===== src/rtl/xram_arb.sv =====
// Two-master round-robin arbiter for the shared XRAM. It also has a no-ack watchdog
// and a sticky timeout flag for each master.
module xram_arb #(
  parameter logic [15:0] TIMEOUT = 16'd1000
) (
  input  logic        clk,
  input  logic        rst,
  input  logic [15:0] cpu_addr,
  input  logic [7:0]  cpu_data_in,
  output logic [7:0]  cpu_data_out,
  input  logic        cpu_wr,
  input  logic        cpu_stb,
  output logic        cpu_ack,
  input  logic [15:0] dma_addr,
  input  logic [7:0]  dma_data_in,
  output logic [7:0]  dma_data_out,
  input  logic        dma_wr,
  input  logic        dma_stb,
  output logic        dma_ack,
  output logic [15:0] xram_addr,
  output logic [7:0]  xram_data_out,
  input  logic [7:0]  xram_data_in,
  output logic        xram_wr,
  output logic        xram_stb,
  input  logic        xram_ack,
  input  logic        err_clr,
  output logic [1:0]  tmo_err
);

  // state   | meaning
  // IDLE    | no grant; XRAM outputs held at zero
  // GNT_CPU | CPU owns the XRAM
  // GNT_DMA | copy engine owns the XRAM
  typedef enum logic [1:0] {IDLE, GNT_CPU, GNT_DMA} state_t;

  state_t      state_q, state_d;
  logic        last_q, last_d;
  logic [15:0] wait_cnt_q, wait_cnt_d;
  logic [1:0]  tmo_err_q, tmo_err_d;

  logic granted, g_stb, tmo_fire, done;

  always_ff @(posedge clk or posedge rst) begin
    if (rst) begin
      state_q    <= IDLE;
      last_q     <= 1'b1;
      wait_cnt_q <= 16'h0000;
      tmo_err_q  <= 2'b00;
    end else begin
      state_q    <= state_d;
      last_q     <= last_d;
      wait_cnt_q <= wait_cnt_d;
      tmo_err_q  <= tmo_err_d;
    end
  end

  always_comb begin
    granted  = (state_q == GNT_CPU) || (state_q == GNT_DMA);
    g_stb    = ((state_q == GNT_CPU) && cpu_stb) || ((state_q == GNT_DMA) && dma_stb);
    // An ack or abort only counts while the owner is still strobing.
    tmo_fire = (TIMEOUT != 16'd0) && g_stb && !xram_ack &&
               (wait_cnt_q == TIMEOUT - 16'd1);
    done     = g_stb && (xram_ack || tmo_fire);

    state_d       = state_q;
    last_d        = last_q;
    tmo_err_d     = err_clr ? 2'b00 : tmo_err_q;
    wait_cnt_d    = 16'h0000;
    xram_addr     = 16'h0000;
    xram_data_out = 8'h00;
    xram_wr       = 1'b0;
    xram_stb      = 1'b0;
    cpu_ack       = 1'b0;
    cpu_data_out  = 8'h00;
    dma_ack       = 1'b0;
    dma_data_out  = 8'h00;

    unique case (state_q)
      IDLE: begin
        if (cpu_stb && (!dma_stb || last_q)) state_d = GNT_CPU;
        else if (dma_stb)                    state_d = GNT_DMA;
      end
      GNT_CPU: begin
        xram_addr     = cpu_addr;
        xram_data_out = cpu_data_in;
        xram_wr       = cpu_wr;
        xram_stb      = cpu_stb && !tmo_fire;
        cpu_ack       = done;
        cpu_data_out  = tmo_fire ? 8'h00 : xram_data_in;
        if (done) begin
          last_d = 1'b0;
          if (tmo_fire) tmo_err_d[0] = 1'b1;
          if (dma_stb)       state_d = GNT_DMA;
          else if (!cpu_stb) state_d = IDLE;
        end else if (!cpu_stb) begin
          state_d = IDLE;
        end
      end
      GNT_DMA: begin
        xram_addr     = dma_addr;
        xram_data_out = dma_data_in;
        xram_wr       = dma_wr;
        xram_stb      = dma_stb && !tmo_fire;
        dma_ack       = done;
        dma_data_out  = tmo_fire ? 8'h00 : xram_data_in;
        if (done) begin
          last_d = 1'b1;
          if (tmo_fire) tmo_err_d[1] = 1'b1;
          if (cpu_stb)       state_d = GNT_CPU;
          else if (!dma_stb) state_d = IDLE;
        end else if (!dma_stb) begin
          state_d = IDLE;
        end
      end
      default: state_d = IDLE;
    endcase

    if (granted && !done && (state_d == state_q)) wait_cnt_d = wait_cnt_q + 16'd1;
  end

  assign tmo_err = tmo_err_q;

endmodule


===== config.mk =====
export PLATFORM = sky130hd
export DESIGN_NAME = xram_arb
export DESIGN_NICKNAME = d
export VERILOG_FILES = /design/src/rtl/xram_arb.sv
export SDC_FILE = /design/constraint.sdc
export NUM_CORES = 1
export LEC_CHECK = 0
export ABC_AREA = 0
export CORE_ASPECT_RATIO = 0.9
export CORE_MARGIN = 4
export CORE_UTILIZATION = 40
export CTS_CLUSTER_DIAMETER = 50
export DETAILED_ROUTE_END_ITERATION = 8
export PLACE_DENSITY_LB_ADDON = 0.1
export RECOVER_POWER = 100
export SLEW_MARGIN = 20
export SYNTH_ARGS = -nofsm -noshare
export SYNTH_HDL_FRONTEND = slang
export SYNTH_SLANG_ARGS = --single-unit

===== constraint.sdc =====
create_clock -name clk -period 3.05 [get_ports clk]
set_clock_uncertainty 0.1 [all_clocks]
set_input_delay 0.305 -clock clk [delete_from_list [all_inputs] [get_ports clk]]
set_output_delay 0.305 -clock clk [all_outputs]
set_load 0.03 [all_outputs]

* Yosys cells after proc, flatten, opt, wreduce, memory -nomap -nowiden *
Cells that the tools add are included.

word-level totals
  flip-flop bits (word level) = 21
  input bits = 64
  word-level logic and storage cells = 61

operators by class
  add/subtract/negate cells = 1
  equality and inequality tests = 6
  muxes and demuxes = 29
  reduce and logical (&&, ||, !) cells = 21

operators by type and width
  cell                                                                number
  16-bit one-hot mux with 2 select lines                              1
  8-bit 2-to-1 mux                                                    3
  2-bit 2-to-1 mux                                                    9
  16-bit by 1-bit adder with 16-bit output (second input constant)    1
  16-bit by 10-bit == test with 1-bit output (second input constant)  1
  16-bit 2-to-1 mux                                                   1
  8-bit one-hot mux with 2 select lines                               1
  1-bit logical AND                                                   10
  1-bit 2-to-1 mux                                                    10
  1-bit one-hot mux with 2 select lines                               3
  2-bit one-hot mux with 3 select lines                               1
  1-bit zero test                                                     4
  1-bit logical OR                                                    4
  2-bit != test (second input constant)                               2
  3-bit AND reduction                                                 1
  2-bit by 1-bit == test with 1-bit output (second input constant)    1
  2-bit == test                                                       1
  2-bit == test (second input constant)                               1
  2-bit zero test                                                     1
  2-bit nonzero test                                                  1

* Depth between registers and ports, before layout *
Gate-level depths: netlist of the first run.

  word-level depth = 12
  mapped depth = 9

* Least setup slack after synthesis of the first run *
No wires, ideal clock.

  path type = reg-to-output
  start point = register wait_cnt_q[0]
  end point = output dma_ack
  arrival = 1.969 ns
  setup slack = 0.676 ns
  cell stages (with the launch flop) = 5
  buffers on the path = 0
  cells stage by stage = dfrtp_1 ha_1 nor4b_1 a41oi_2 nor3b_1

between the ends
  longest elaborated chain between the ends = 5

RTL lines
  element                                     RTL line  RTL
  start, declared                             38        logic [15:0] wait_cnt_q, wait_cnt_d;
  start signal, assigned                      52        wait_cnt_q <= wait_cnt_d;
  16-bit by 10-bit == test with 1-bit output  62        (wait_cnt_q == TIMEOUT - 16'd1);
  1-bit logical AND                           61        tmo_fire = (TIMEOUT != 16'd0) && g_stb && !xram_ack &&
  1-bit logical OR                            63        done = g_stb && (xram_ack || tmo_fire);
  1-bit logical AND                           63
  1-bit 2-to-1 mux                            78        unique case (state_q)
  end, declared                               19        output logic dma_ack,

Every way passes these cells.

* Final worst setup path of the first run *
  start point = register wait_cnt_q[0]
  end point = output xram_stb

between the ends
  longest elaborated chain between the ends = 5

RTL lines
  element                                       RTL line  RTL
  16-bit by 10-bit == test with 1-bit output *  62
  1-bit logical AND *                           61
  1-bit zero test *                             87, 103
  1-bit logical AND (on tied branches)          103, 87
  1-bit one-hot mux with 2 select lines *       78
  end, declared                                 24        output logic xram_stb,

Mark *: on every way between the ends. The rest lies on a longest branch, timed or not.

==> results of run 1 <==
[layer usage]
layer | share of wire | GRT usage
met1 | 0.42 | 0.2840
met3 | 0.071 | 0.04071
met2 | 0.49 | 0.3536
met5 | 0 | 0
met4 | 0.015 | 0.04660
[state kept, by name (all words and copies together) (netlist names)]
register / cells
wait_cnt_q: 16
state_q: 2
tmo_err: 2
last_q: 1
[cell families after synthesis]
| logic type | share of synthesized area |
|---|---|
| simple gates | 0.3376 |
| flops | 0.2973 |
| xor+xnor | 0.06921 |
| compound gates | 0.1999 |
| fa+ha+maj | 0.03531 |
| buf+inv | 0.06073 |
[cell usage after synthesis (all sizes together) (7+ instances only)]
| cell | instances | area (um2) |
|---|---|---|
| nor2b | 29 | 181.4 |
| a22oi | 26 | 195.2 |
| nor2 | 26 | 100.1 |
| dfrtp | 20 | 500.5 |
| and2 | 19 | 118.9 |
| nand2 | 12 | 45.04 |
| clkbuf | 9 | 33.78 |
| inv | 9 | 33.78 |
| o21ai | 9 | 45.04 |
| xnor2 | 7 | 61.31 |
| xor2 | 7 | 61.31 |
[worst paths after layout]
| check | startpoint | to | slack, ns | depth (start not counted) |
|---|---|---|---|---|
| min reg2reg | wait_cnt_q[0] | wait_cnt_q[0] | 0.37 | 1 |
| min | wait_cnt_q[0] | wait_cnt_q[0] | 0.37 | 1 |
| min in group asynchronous | rst | wait_cnt_q[8] | 0.53 | 2 |
| max in group asynchronous | rst | wait_cnt_q[14] | 1.81 | 2 |
| max reg2reg | state_q[1] | wait_cnt_q[15] | 0.36 | 8 |
| max | wait_cnt_q[0] | xram_stb | 0.17 | 8 |
[cell type report]
cell class                      instances  area (um2)  share of cell area
Multi-Input combinational cell        176        1141              0.3955
Tap cell                               60       75.07             0.02602
Clock buffer                            3       41.29             0.01431
Inverter                                9       33.78             0.01171
Timing Repair Buffer                  119        1062              0.3682
Sequential cell                        21       526.8              0.1826
Clock inverter                          1       5.005            0.001735
[cell usage in the layout, fill, tap and decap left out, types with 2 or more instances in the layout]
cell type,n
sky130_fd_sc_hd__nor2_2,2
sky130_fd_sc_hd__nand4_1,5
sky130_fd_sc_hd__a22oi_1,25
sky130_fd_sc_hd__ha_1,5
sky130_fd_sc_hd__dlygate4sd3_1,28
sky130_fd_sc_hd__a21oi_1,4
sky130_fd_sc_hd__inv_1,8
sky130_fd_sc_hd__nand2_1,12
sky130_fd_sc_hd__nor2b_1,27
sky130_fd_sc_hd__nor3_1,2
sky130_fd_sc_hd__clkbuf_1,19
sky130_fd_sc_hd__xnor2_1,7
sky130_fd_sc_hd__clkbuf_8,3
sky130_fd_sc_hd__and2_1,19
sky130_fd_sc_hd__buf_4,8
sky130_fd_sc_hd__xor2_1,7
sky130_fd_sc_hd__nor2b_2,2
sky130_fd_sc_hd__o21ai_0,8
sky130_fd_sc_hd__clkdlybuf4s50_1,63
sky130_fd_sc_hd__nor2_1,24
sky130_fd_sc_hd__nand3_1,5
sky130_fd_sc_hd__dfrtp_1,20
[power groups by stage]
stage / clock network (mW) / registers (mW) / logic (mW)
floorplan: 0 / 0.338 / 0.999
global placement: 0 / 0.346 / 1.57
detailed placement: 0 / 0.346 / 1.58
CTS: 0.185 / 0.341 / 1.58
global route: 0.205 / 0.348 / 1.58
finish: 0.178 / 0.342 / 1.47
[stage by stage]
stage	setup slack (ns)	std cells	area, um2
2_1_floorplan	0.6762	220	1772
3_3_place_gp	0.1627	385	2949
3_5_place_dp	0.1036	385	2949
4_1_cts	0.008675	389	3000
5_1_grt	0.02291	389	2885
6_report	0.1713	389	2885
[worst max-delay path: stages (launching register included)]
cell and delay [ns]:
sky130_fd_sc_hd__dfrtp_1 0.39, sky130_fd_sc_hd__ha_1 0.23, sky130_fd_sc_hd__nor4b_1 0.28, sky130_fd_sc_hd__buf_4 0.17
sky130_fd_sc_hd__nand4_1 0.12, sky130_fd_sc_hd__nor2_2 0.23, sky130_fd_sc_hd__buf_4 0.15, sky130_fd_sc_hd__nor2_1 0.04
sky130_fd_sc_hd__clkdlybuf4s50_1 0.60
==> out/summary.md, run 1 <==
- 127 — drt initial violations
- 2.879 ns — minimum period implied by the final worst setup slack
- 0.4234 — initial core utilization
- 1.990 mW — Pwr Total
- 644.8 uV — Worst VDD drop
- 363 — total of fill cells in the finished design
- reg -> out — crit path kind
- 8.053 um2 — average instance area after synthesis
- 22 — FP Rows
- 289 — Synth Net Count
- 0.3474 GHz — Max Fclk
- 0.172 — portion of total power attributed to sequential cells
- 43 — post-synthesis cell type count
- 21 — Sink Count
- 6.127 mm — overall routed net length
- register — launching element type of the critical path
- 0 — hold violation count in the final report
- 0 — count of synthesis-stage warnings from yosys
- 5559 um2 — DIE AREA
- 35 — maximum number of pins on one net before global-route repair
- 1,821 — via count of the first global-routing pass
- 0 — antenna diode count
- sky130_fd_sc_hd__dfrtp_1 — Primary FF master, synth
- 1,979 — count of vias placed by the detailed router
- 62.85% — synth-to-layout area growth
- 2 — Clock Tree Buf Depth
- 1.169 nW — leak pwr
- 2 — number of instances resized during post-cts repair
- 9.494 mm — wire length of the first global-routing pass
- 0.738 — portion of total power attributed to combinational logic
- 2.64 ns — critical path data required time
- 109 — Port Buffers
- 0.8612 — placer's final routability congestion estimate
- 71.14 um — die span in y
- 399 — number of nets at the end of the flow
- 0 — leftover overflow at the end of global routing
- completed — run status
- reg -> reg — class of the tightest hold or removal check
- 0 — antenna violation net count after detailed routing
- 21 — synthesized flop and latch total
- 0.26 ns — Worst-Skew Late Latency
- 0.8027 ns — Worst Tran Pin Value
- 0 — max-slew violation count
- 0.2973 — proportion of synthesized chip area in sequential cells
- 0 — hold_buf cts
- output port — Critical Path End Type
- 0.6896 — final core utilization
- 0 — setup bufs post-CTS
- 3 — largest driver fanout on the critical path
- 0.3721 ns — hold_ws
- 1 — H-tree depth
- 1.004 mW — cell-internal power
- 986.0 uW — Net Switching
- 4.801 mm — HPWL reported at the end of detailed placement
- 0 — Max-Cap Viols
- done — TritonCTS clock tree
- 0 — Residual DRC
- 5.087 — routed via count divided by cell count
- 4184 um2 — area of the placeable core
- 0.07 ns — clock edge transition at the registers on the reported setup and hold paths
- 1772 um2 — Netlist Area Pre-Place
- 1.000 — Synth async-reset ratio
- 0.4956 — Switching Fraction
- 220 — Post-Synthesis Cells
- 0 — endpoints failing setup
- 78.15 um — die width
- 15.75 um — routed len/inst
- 4 — Pre-antenna DRT Iters
- sky130_fd_sc_hd__clkbuf_8 — cell at the root of the clock tree
- 3 — cts bufs inserted
- 0.4643 — Max transition margin
- 110 — num ports
- 0.2116 — total routing resource utilization after global routing
- 0.07599 — fraction of final layout cells sized beyond drive strength 1
- 0 — antenna violations before repair
- 0 — number of flops mapped to enable cells by yosys
- 0.9438 — share of the clock period used by the worst path after layout
- 689.6 nW/um2 — pwr dens
- 0 ns — summed negative setup slack over all endpoints
- false — unrepaired setup endpoints after global routing
- 2.47 ns — Crit path arrival time
- 0.090 — part of the power in the clock network
No activity file was read; power rests on OpenSTA's default activity.
==> run 2: changes to the inputs <==
Settings changed: HOLD_SLACK_MARGIN set to 0.05, SKIP_CTS_REPAIR_TIMING set to 1, SLEW_MARGIN 20 to 25.
==> results of run 2 <==
Final layout, timing and power as in run 1 (identical DEF).
